## config.mk

```make
export PLATFORM = sky130hd
export DESIGN_NAME = load_store_unit
export DESIGN_NICKNAME = d
export VERILOG_FILES = /design/src/rtl/load_store_unit.sv
export SDC_FILE = /design/constraint.sdc
export NUM_CORES = 1
export LEC_CHECK = 0
export ABC_CLOCK_PERIOD_IN_PS = 3700
export CAP_MARGIN = 10
export CORE_ASPECT_RATIO = 0.75
export CORE_MARGIN = 5
export CORE_UTILIZATION = 40
export CTS_CLUSTER_DIAMETER = 120
export DETAILED_ROUTE_END_ITERATION = 8
export GPL_ROUTABILITY_DRIVEN = 0
export GPL_TIMING_DRIVEN = 0
export PLACE_DENSITY = 0.81
export SLEW_MARGIN = 5
export SYNTH_ARGS = -nofsm -noshare
export SYNTH_HDL_FRONTEND = slang
export SYNTH_SLANG_ARGS = --single-unit
```

## constraint.sdc

```tcl
create_clock -name clk -period 3.7 [get_ports clk]
set_input_delay 0.74 -clock clk [delete_from_list [all_inputs] [get_ports clk]]
set_output_delay 0.74 -clock clk [all_outputs]
set_load 0.005 [all_outputs]
```

## src/rtl/load_store_unit.sv

```systemverilog
// -----------------------------------------------------------------------------
// load_store_unit
//
// Purpose:
//   Bridges the RV32I execute stage and a byte-addressed synchronous data
//   memory with one cycle of read latency. Decodes load/store funct3, drives
//   the memory strobes, address, addressable unit and write data, and returns
//   sign/zero-extended load data. Requests outside the memory, requests whose
//   access would wrap past the top of memory, and undefined funct3 encodings
//   are rejected without touching memory. Exactly one response is returned
//   per accepted request.
//
// Configuration:
//   LSU_MISALIGN_TRAP_EN  when defined, halfword accesses with addr[0]!=0 and
//                         word accesses with addr[1:0]!=0 are rejected. When
//                         undefined (default) they go to memory unchanged.
//
// Ports:
//   clk              rising-edge clock
//   rst              asynchronous, active-high reset
//   req_valid_i      request present
//   req_ready_o      LSU can accept (high only in IDLE, combinational)
//   req_write_i      1 = store, 0 = load
//   req_funct3_i     RV32I funct3 of the load/store
//   req_addr_i       byte address
//   req_wdata_i      store data (low bits used for SB/SH)
//   resp_valid_o     one-cycle response pulse
//   resp_err_o       request rejected, no memory access made
//   resp_rdata_o     extended load data; 0 for stores and errors
//   mem_read_o       memory read strobe
//   mem_write_o      memory write strobe
//   mem_addr_unit_o  memory addressable unit (00 byte, 01 half, 10 word)
//   mem_address_o    memory byte address
//   mem_wdata_o      memory write data
//   mem_rdata_i      memory read data (valid the cycle after mem_read_o)
// -----------------------------------------------------------------------------
module load_store_unit #(
    parameter int ADDR_WIDTH = 10,
    parameter int WORD_WIDTH = 32
) (
    input  logic                  clk,
    input  logic                  rst,
    input  logic                  req_valid_i,
    output logic                  req_ready_o,
    input  logic                  req_write_i,
    input  logic [2:0]            req_funct3_i,
    input  logic [31:0]           req_addr_i,
    input  logic [WORD_WIDTH-1:0] req_wdata_i,
    output logic                  resp_valid_o,
    output logic                  resp_err_o,
    output logic [WORD_WIDTH-1:0] resp_rdata_o,
    output logic                  mem_read_o,
    output logic                  mem_write_o,
    output logic [1:0]            mem_addr_unit_o,
    output logic [ADDR_WIDTH-1:0] mem_address_o,
    output logic [WORD_WIDTH-1:0] mem_wdata_o,
    input  logic [WORD_WIDTH-1:0] mem_rdata_i
);

    typedef enum logic [1:0] {
        IDLE   = 2'd0,
        ACCESS = 2'd1,
        LWAIT  = 2'd2,
        RESP   = 2'd3
    } state_t;

    state_t                  state_q;
    logic                    write_q;
    logic [2:0]              funct3_q;
    logic                    resp_valid_q;
    logic                    resp_err_q;
    logic [WORD_WIDTH-1:0]   resp_rdata_q;
    logic                    mem_read_q;
    logic                    mem_write_q;
    logic [1:0]              mem_addr_unit_q;
    logic [ADDR_WIDTH-1:0]   mem_address_q;
    logic [WORD_WIDTH-1:0]   mem_wdata_q;

    logic                    req_illegal;
    logic [1:0]              span;      // access size in bytes, minus one
    logic [ADDR_WIDTH:0]     end_addr;  // last byte touched, with carry
    logic [WORD_WIDTH-1:0]   rdata_d;

    assign req_ready_o     = (state_q == IDLE);
    assign resp_valid_o    = resp_valid_q;
    assign resp_err_o      = resp_err_q;
    assign resp_rdata_o    = resp_rdata_q;
    assign mem_read_o      = mem_read_q;
    assign mem_write_o     = mem_write_q;
    assign mem_addr_unit_o = mem_addr_unit_q;
    assign mem_address_o   = mem_address_q;
    assign mem_wdata_o     = mem_wdata_q;

    // Request legality, evaluated on the incoming request while in IDLE.
    // NOTE: every signal assigned in always_comb gets a default first so no
    // path leaves it unassigned, which would infer a latch.
    always_comb begin
        req_illegal = 1'b0;
        span        = 2'd0;

        if (req_write_i) begin
            req_illegal = (req_funct3_i >= 3'b011);
        end else begin
            req_illegal = (req_funct3_i == 3'b011) || (req_funct3_i[2:1] == 2'b11);
        end

        // Address bits above the memory must be zero.
        if ((req_addr_i >> ADDR_WIDTH) != 32'd0) begin
            req_illegal = 1'b1;
        end

        case (req_funct3_i[1:0])
            2'b01:   span = 2'd1;
            2'b10:   span = 2'd3;
            default: span = 2'd0;
        endcase

        // A carry out of the memory address range means the access wraps.
        end_addr = {1'b0, req_addr_i[ADDR_WIDTH-1:0]} + {{(ADDR_WIDTH-1){1'b0}}, span};
        if (end_addr[ADDR_WIDTH]) begin
            req_illegal = 1'b1;
        end

`ifdef LSU_MISALIGN_TRAP_EN
        if ((req_funct3_i[1:0] == 2'b01 && req_addr_i[0]) ||
            (req_funct3_i[1:0] == 2'b10 && req_addr_i[1:0] != 2'b00)) begin
            req_illegal = 1'b1;
        end
`endif
    end

    // Load data extension; only the low byte/halfword is used for narrow loads.
    always_comb begin
        rdata_d = mem_rdata_i;
        case (funct3_q)
            3'b000:  rdata_d = {{(WORD_WIDTH-8){mem_rdata_i[7]}},   mem_rdata_i[7:0]};
            3'b001:  rdata_d = {{(WORD_WIDTH-16){mem_rdata_i[15]}}, mem_rdata_i[15:0]};
            3'b100:  rdata_d = {{(WORD_WIDTH-8){1'b0}},             mem_rdata_i[7:0]};
            3'b101:  rdata_d = {{(WORD_WIDTH-16){1'b0}},            mem_rdata_i[15:0]};
            default: rdata_d = mem_rdata_i;
        endcase
    end

    // Control FSM with registered outputs. Memory-side outputs are non-zero
    // only during ACCESS, so the memory never sees a stale address or strobe.
    // NOTE: sequential state uses non-blocking assignments so every register
    // samples pre-edge values, independent of statement order.
    always_ff @(posedge clk or posedge rst) begin
        if (rst) begin
            state_q         <= IDLE;
            write_q         <= 1'b0;
            funct3_q        <= 3'b000;
            resp_valid_q    <= 1'b0;
            resp_err_q      <= 1'b0;
            resp_rdata_q    <= '0;
            mem_read_q      <= 1'b0;
            mem_write_q     <= 1'b0;
            mem_addr_unit_q <= 2'b00;
            mem_address_q   <= '0;
            mem_wdata_q     <= '0;
        end else begin
            case (state_q)
                IDLE: begin
                    if (req_valid_i) begin
                        write_q  <= req_write_i;
                        funct3_q <= req_funct3_i;
                        if (req_illegal) begin
                            resp_valid_q <= 1'b1;
                            resp_err_q   <= 1'b1;
                            state_q      <= RESP;
                        end else begin
                            mem_read_q      <= ~req_write_i;
                            mem_write_q     <= req_write_i;
                            mem_addr_unit_q <= req_funct3_i[1:0];
                            mem_address_q   <= req_addr_i[ADDR_WIDTH-1:0];
                            mem_wdata_q     <= req_wdata_i;
                            state_q         <= ACCESS;
                        end
                    end
                end
                ACCESS: begin
                    mem_read_q      <= 1'b0;
                    mem_write_q     <= 1'b0;
                    mem_addr_unit_q <= 2'b00;
                    mem_address_q   <= '0;
                    mem_wdata_q     <= '0;
                    if (write_q) begin
                        resp_valid_q <= 1'b1;
                        state_q      <= RESP;
                    end else begin
                        state_q      <= LWAIT;
                    end
                end
                LWAIT: begin
                    resp_rdata_q <= rdata_d;
                    resp_valid_q <= 1'b1;
                    state_q      <= RESP;
                end
                RESP: begin
                    resp_valid_q <= 1'b0;
                    resp_err_q   <= 1'b0;
                    resp_rdata_q <= '0;
                    state_q      <= IDLE;
                end
                default: state_q <= IDLE;
            endcase
        end
    end

endmodule

```

==> out/qor.txt, run 1 <==
Power Total - 3410 uW
CTS H-tree depth - 3
Antenna Cells - 0
Clock sink count - 86
Synth area leaders - dfrtp_1, a22o_2, o21ai_0, nor2b_1, mux2i_1
Crit path cell chain - clkdlybuf4s50_1 > inv_1 > ha_1 > ha_1 > nand2_1 > o21bai_1 > a2111oi_4 > a2bb2oi_2 > buf_6 > a22o_2
Switch Pwr - 1080 uW
RSZ-0062 raised after global routing - false
Critical path class - input pin to flip-flop
Crit path largest cell delay - 540 ps
Worst r2r path cells - 8
Hold Path End - resp_rdata_o[24]
Row count - 30
Top cell type's share of synthesized area - 59.2%
TNS Setup - 0 ps
Port-buffer cells - 183
Initial antenna violation count - 0
First-pass GRT wire length - 17100 um
Layout area overhead - 63.6%
Mapped Area - 3640 um^2
Worst slew margin - 55.0%
Total power per unit cell area - 573 nW/um^2
Status - completed
DP HPWL - 7940 um
Type of origin of the critical path - input pin
Crit path max fanout - 10
RR Startpoint - state_q[0]
Via density - 5.20
WL final - 10600 um
GR Util All Layers - 19.1%
Hold Buf Count CTS - 0
Post-DR wirelength/cell - 17.4 um
Clock Pin Slew Worst Setup and Hold Paths - 60 ps
DRT iter0 DRCs - 177
Fin crit period - 3090 ps
Total number of vias - 3167
Post-CTS setup buffer count - 0
# fillers - 668
Synth Net Count - 407
Resized Gates After CTS - 0
Count leader, synth - dfrtp_1
Fmax - 324 MHz
Largest net degree at the start of global routing - 45
Clock Power Share - 28.7%
Commonest cells in the synthesized netlist - dfrtp_1, a22o_2, o21ai_0, nor2_1, nand2_1
Primary FF master, synth - dfrtp_1
Worst Hold Launch - resp_rdata_o[24]
Layout cells sized above 1 - 16.3%
CP Capture Type - flip-flop
Sequential share of power - 35.9%
Overflow after GRT - 0
Crit share post-route - 83.5%
Number of synthesized register bits - 86
Post-Place Setup Slack - 254 ps
DRT antenna net count - 0
R2R setup slack - 980 ps
Hold path depth - 2
HP Class - flip-flop to flip-flop
Final setup margin - 609 ps
Tightest Pin Transition - 668 ps
Mean Syn Cell Area - 12.2 um^2
MaxCap Viol Count - 0
Final #Nets - 602
Worst Path Required - 3910 ps
Clk Latency, worst-skew pair - 330 ps
Total CTS buffers - 9
Post-synth top area cell - dfrtp_1
Synth warnings - 0
Final setup skew - 8.08 ps
Synth Instances - 297
Comb pwr share - 35.4%
Hold Fails Final Rpt - 0
Final setup violation count - 0
Synth async-reset ratio - 100%
Crit path top cell by count - ha_1
Initial Utilization - 40.5%
Crit path DAT - 3300 ps
DRC Markers - 0
Core area - 8970 um^2
Drt pass-1 iters - 5
Library cells used by synthesis - 31
Sw Share - 31.8%
Register area share after synthesis - 59.2%
Leak - 0.00260 uW
Pins over their slew limit - 0
P_int - 2320 uW
Die Ht - 92.6 um
Die area - 11100 um^2
Clock buffer depth - 2
Die Wd - 120 um
FF-to-FF End - mem_write_o
Worst VDD drop - 342 uV
Post-synth EDFFs - 0
I/O pin total - 184
Slowest cell on crit path - a2111oi_4
Vias in the first global route - 3359
CTS tree - built
Root Buffer - clkbuf_16
[area by class of cell]
| type | instances | area [um^2] | share of cell area (%) |
|---|---|---|---|
| flip-flops and latches | 86 | 2150 | 36.2 |
| repair buffers | 184 | 1850 | 31.1 |
| multi-input cells | 188 | 1340 | 22.4 |
| clock buffers | 9 | 225 | 3.78 |
| well taps | 112 | 140 | 2.35 |
| plain buffers | 17 | 128 | 2.14 |
| clock inverters | 7 | 95.1 | 1.60 |
| inverters | 6 | 25.0 | 0.420 |
[worst max path at each step]
stage / from / end / slack (ps) / cells past startpoint
3_3_place_gp: rst / resp_rdata_o[2] / -530 / 2
2_1_floorplan: rst / funct3_q[0] / 740 / 1
4_1_cts: req_funct3_i[0] / mem_read_o / 610 / 10
6_report: req_funct3_i[0] / mem_write_o / 610 / 10
5_1_grt: req_funct3_i[0] / mem_wdata_o[28] / 460 / 10
3_5_place_dp: req_funct3_i[0] / mem_wdata_o[10] / 250 / 10
[metal layers]
layer,share of wire [%],wire length [um],vias up,global-route usage [%]
met5,0,0,-,0
met4,0.83,88,0,5.15
met3,8.4,885,9,6.35
met2,49,5170,135,32.2
met1,42,4440,1569,23.5
li1,-,-,1454,-
[critical path: cells and delay by family]
kind	cells	cell delay [ps]
simple gates	1	70
fa+ha+maj	2	470
compound gates	4	1160
buf+inv	3	840
[power groups by stage]
stage	combinational, uW	sequential, uW	clock [uW]
after floorplan	625	1230	0
after global placement	1150	1230	0
after detailed placement	1200	1240	0
after CTS	1220	1230	996
after global routing	1340	1250	1030
final	1200	1220	978
[flip-flops by register name, summed over array words and instances (netlist names)]
signal           count
funct3_q             3
mem_addr_unit_o      2
mem_address_o       10
mem_read_o           1
mem_wdata_o         32
mem_write_o          1
resp_err_o           1
resp_rdata_o        32
resp_valid_o         1
state_q              2
write_q              1
[cell usage in the layout, fill, tap and decap left out, drive strengths merged]
cell and n:
bufinv 2, nor2b 17, buf 10, clkbuf 17, nand3 1, a21oi 11, nor2 21, mux2i 10
a2bb2oi 1, a2111oi 1, a22o 46, and3 1, or2b 1, ha 7, nand2b 1, clkinv 2
a21boi 1, dfrtp 86, or2 1, nand4 3, o21bai 1, nor3 10, nor4b 1, o31ai 1
clkinvlp 1, mux2 3, o21ai 23, a211o 1, inv 8, a211oi 1, nor4 4, nand2 20
clkdlybuf4s50 183
[through the flow]
| stage | hold WS, ps | instances | instance area, um^2 | util (%) |
|---|---|---|---|---|
| floorplan | 467 | 297 | 3640 | - |
| global placement | 465 | 592 | 5610 | 62.5 |
| detailed placement | 469 | 593 | 5630 | 62.8 |
| CTS | 484 | 609 | 5950 | 66.3 |
| global route | 503 | 609 | 5950 | 66.3 |
| finish | 478 | 609 | 5950 | 66.3 |
[cell families after synthesis]
logic type | share of synthesized area, %
buf+inv | 4.13
fa+ha+maj | 2.41
mux | 3.68
compound gates | 19.6
simple gates | 11.0
flops | 59.2
No activity file was read; power rests on OpenSTA's default activity.
==> inputs of run 2 (changes only) <==
--- a/config.mk
+++ b/config.mk
@@ -5,7 +5,7 @@
 export SDC_FILE = /design/constraint.sdc
 export NUM_CORES = 1
 export LEC_CHECK = 0
-export ABC_CLOCK_PERIOD_IN_PS = 3700
+export ABC_CLOCK_PERIOD_IN_PS = 2850
 export CAP_MARGIN = 10
 export CORE_ASPECT_RATIO = 0.75
 export CORE_MARGIN = 5
==> constraint.sdc (replaced) <==
create_clock -name clk -period 2.85 [get_ports clk]
set_input_delay 0.57 -clock clk [delete_from_list [all_inputs] [get_ports clk]]
set_output_delay 0.57 -clock clk [all_outputs]
set_load 0.005 [all_outputs]
==> out/qor.txt, run 2 (synthesis gave the netlist of run 1 again) <==
Status - completed
Power Total - 4450 uW
Commonest non-fill, non-tap cell in the layout - clkdlybuf4s50_1
R2R setup slack - 280 ps
Overflow after GRT - 0
HP Class - flip-flop to flip-flop
Die Wd - 120 um
Root Buffer - clkbuf_16
Clock buffer depth - 2
Final setup skew - 6.63 ps
DRT antenna net count - 0
Crit share post-route - 95.7%
CP Capture Type - flip-flop
Crit path largest cell delay - 530 ps
MaxCap Viol Count - 0
Clock Pin Slew Worst Setup and Hold Paths - 60 ps
Total power per unit cell area - 744 nW/um^2
Met3 routed WL - 908 um
I/O pin total - 184
RR Startpoint - state_q[0]
Initial antenna violation count - 0
CTS H-tree depth - 3
WP buf/inv - 3
Antenna Cells - 0
Critical path class - input pin to flip-flop
DRC Markers - 0
Crit path top cell by count - ha_1
Die Ht - 92.6 um
Drt pass-1 iters - 5
# fillers - 666
Worst slew margin - 55.0%
Uppermost layer routed - met4
Most frequent cells in the layout - clkdlybuf4s50_1, dfrtp_1, a22o_2, o21ai_0, nor2_1
Row count - 30
Initial Utilization - 40.5%
CTS tree - built
Core area - 8970 um^2
GR Util All Layers - 19.1%
Family with the most delay on the worst path - compound AO/OA/AOI/OAI gates
Die area - 11100 um^2
Fmax - 367 MHz
Worst VDD drop - 445 uV
Post-DR wirelength/cell - 17.5 um
DP Area - 5630 um^2
Worst Hold Launch - resp_rdata_o[24]
Total CTS buffers - 9
DRT iter0 DRCs - 182
Vias in the first global route - 3357
Total number of vias - 3162
Clk Latency, worst-skew pair - 330 ps
Routed length on met2 - 5180 um
DP HPWL - 7940 um
Hold Path End - resp_rdata_o[24]
WL met1 - 4480 um
Fin crit period - 2730 ps
Hold Buf Count CTS - 0
Crit path DAT - 2940 ps
Clock sink count - 86
Final setup violation count - 0
WL final - 10700 um
Slowest cell on crit path - clkdlybuf4s50_1
Via density - 5.18
Port-buffer cells - 183
Worst r2r path cells - 8
First-pass GRT wire length - 17100 um
Crit path cell chain - clkdlybuf4s50_1 > inv_1 > ha_1 > ha_1 > nand2_1 > o21bai_1 > a2111oi_4 > a2bb2oi_4 > buf_6 > a22o_2
Largest net degree at the start of global routing - 45
Layout cells sized above 1 - 16.5%
Tightest Pin Transition - 667 ps
Hold path depth - 2
Hold Fails Final Rpt - 0
Final #Nets - 603
Type of origin of the critical path - input pin
Final setup margin - 122 ps
Final instance area - 5970 um^2
Post-Place Setup Slack - -426 ps
FF-to-FF End - mem_write_o
Layout area overhead - 64.3%
Pins over their slew limit - 0
Worst Path Required - 3060 ps
Crit path max fanout - 10
Leak - 0.00261 uW
run 2: cell count changes in the layout (fill, tap and decap cells not counted), sizes merged:
cell | before | now
buf | 10 | 11
run 2: worst max-delay path by stage:
| stage | cells after the start | startpoint | to |
|---|---|---|---|
| floorplan | 1 | rst | funct3_q[0] |
| finish | 10 | req_funct3_i[0] | mem_write_o |
| global placement | 2 | rst | resp_rdata_o[2] |
| global route | 11 | req_funct3_i[0] | mem_wdata_o[28] |
| detailed placement | 10 | req_funct3_i[0] | mem_wdata_o[10] |
| CTS | 10 | req_funct3_i[0] | mem_read_o |
run 2: area by class of cell:
class                           instances  area (um^2)  share of cell area (%)
Sequential cell                        86         2150                    36.0
Clock inverter                          7         95.1                    1.59
Tap cell                              112          140                    2.35
Clock buffer                            9          225                    3.77
Buffer                                 17          131                    2.20
Multi-Input combinational cell        188         1350                    22.5
Inverter                                6         25.0                   0.419
Timing Repair Buffer                  185         1860                    31.1
run 2: tightest hold or removal path, stage by stage (launching register included):
cell	delay [ps]
dfrtp_1	340
nand2_1	40
o21ai_0	60
run 2: routing by layer:
| metal | track usage (%) | vias to the layer above |
|---|---|---|
| met2 | 32.2 | 142 |
| met4 | 5.15 | 0 |
| li1 | - | 1453 |
| met1 | 23.6 | 1554 |
| met5 | 0 | - |
| met3 | 6.35 | 13 |
run 2: timing repair:
item	4_1_cts	5_1_grt
cloned	0	0
gates resized for setup	1	1
setup endpoints to repair	40	40
pin swaps	1	1
buffers inserted	0	1
run 2: per-stage QoR:
stage | util (%) | TNS [ps] | cells | hold slack, ps
floorplan | - | 0 | 297 | 467
global placement | 62.5 | -119750 | 592 | 465
detailed placement | 62.8 | -18440 | 593 | 469
CTS | 66.5 | 0 | 609 | 484
global route | 66.6 | -3.17 | 610 | 503
finish | 66.6 | 0 | 610 | 478
run 2: power breakdown:
part / leakage, uW / total [uW] / internal, uW / switching [uW]
sequential: 0.00116 / 1590 / 1450 / 144
combinational: 0.00129 / 1590 / 812 / 774
clock: 0.000156 / 1270 / 772 / 501
==> inputs of run 3 (changes only) <==
--- a/config.mk
+++ b/config.mk
@@ -10,12 +10,12 @@
 export CORE_ASPECT_RATIO = 0.75
 export CORE_MARGIN = 5
 export CORE_UTILIZATION = 40
-export CTS_CLUSTER_DIAMETER = 120
+export CTS_CLUSTER_DIAMETER = 60
 export DETAILED_ROUTE_END_ITERATION = 8
 export GPL_ROUTABILITY_DRIVEN = 0
 export GPL_TIMING_DRIVEN = 0
 export PLACE_DENSITY = 0.81
-export SLEW_MARGIN = 5
+export SLEW_MARGIN = 20
 export SYNTH_ARGS = -nofsm -noshare
 export SYNTH_HDL_FRONTEND = slang
 export SYNTH_SLANG_ARGS = --single-unit
==> results of run 3 <==
Final layout, timing and power as in run 2 (identical DEF).
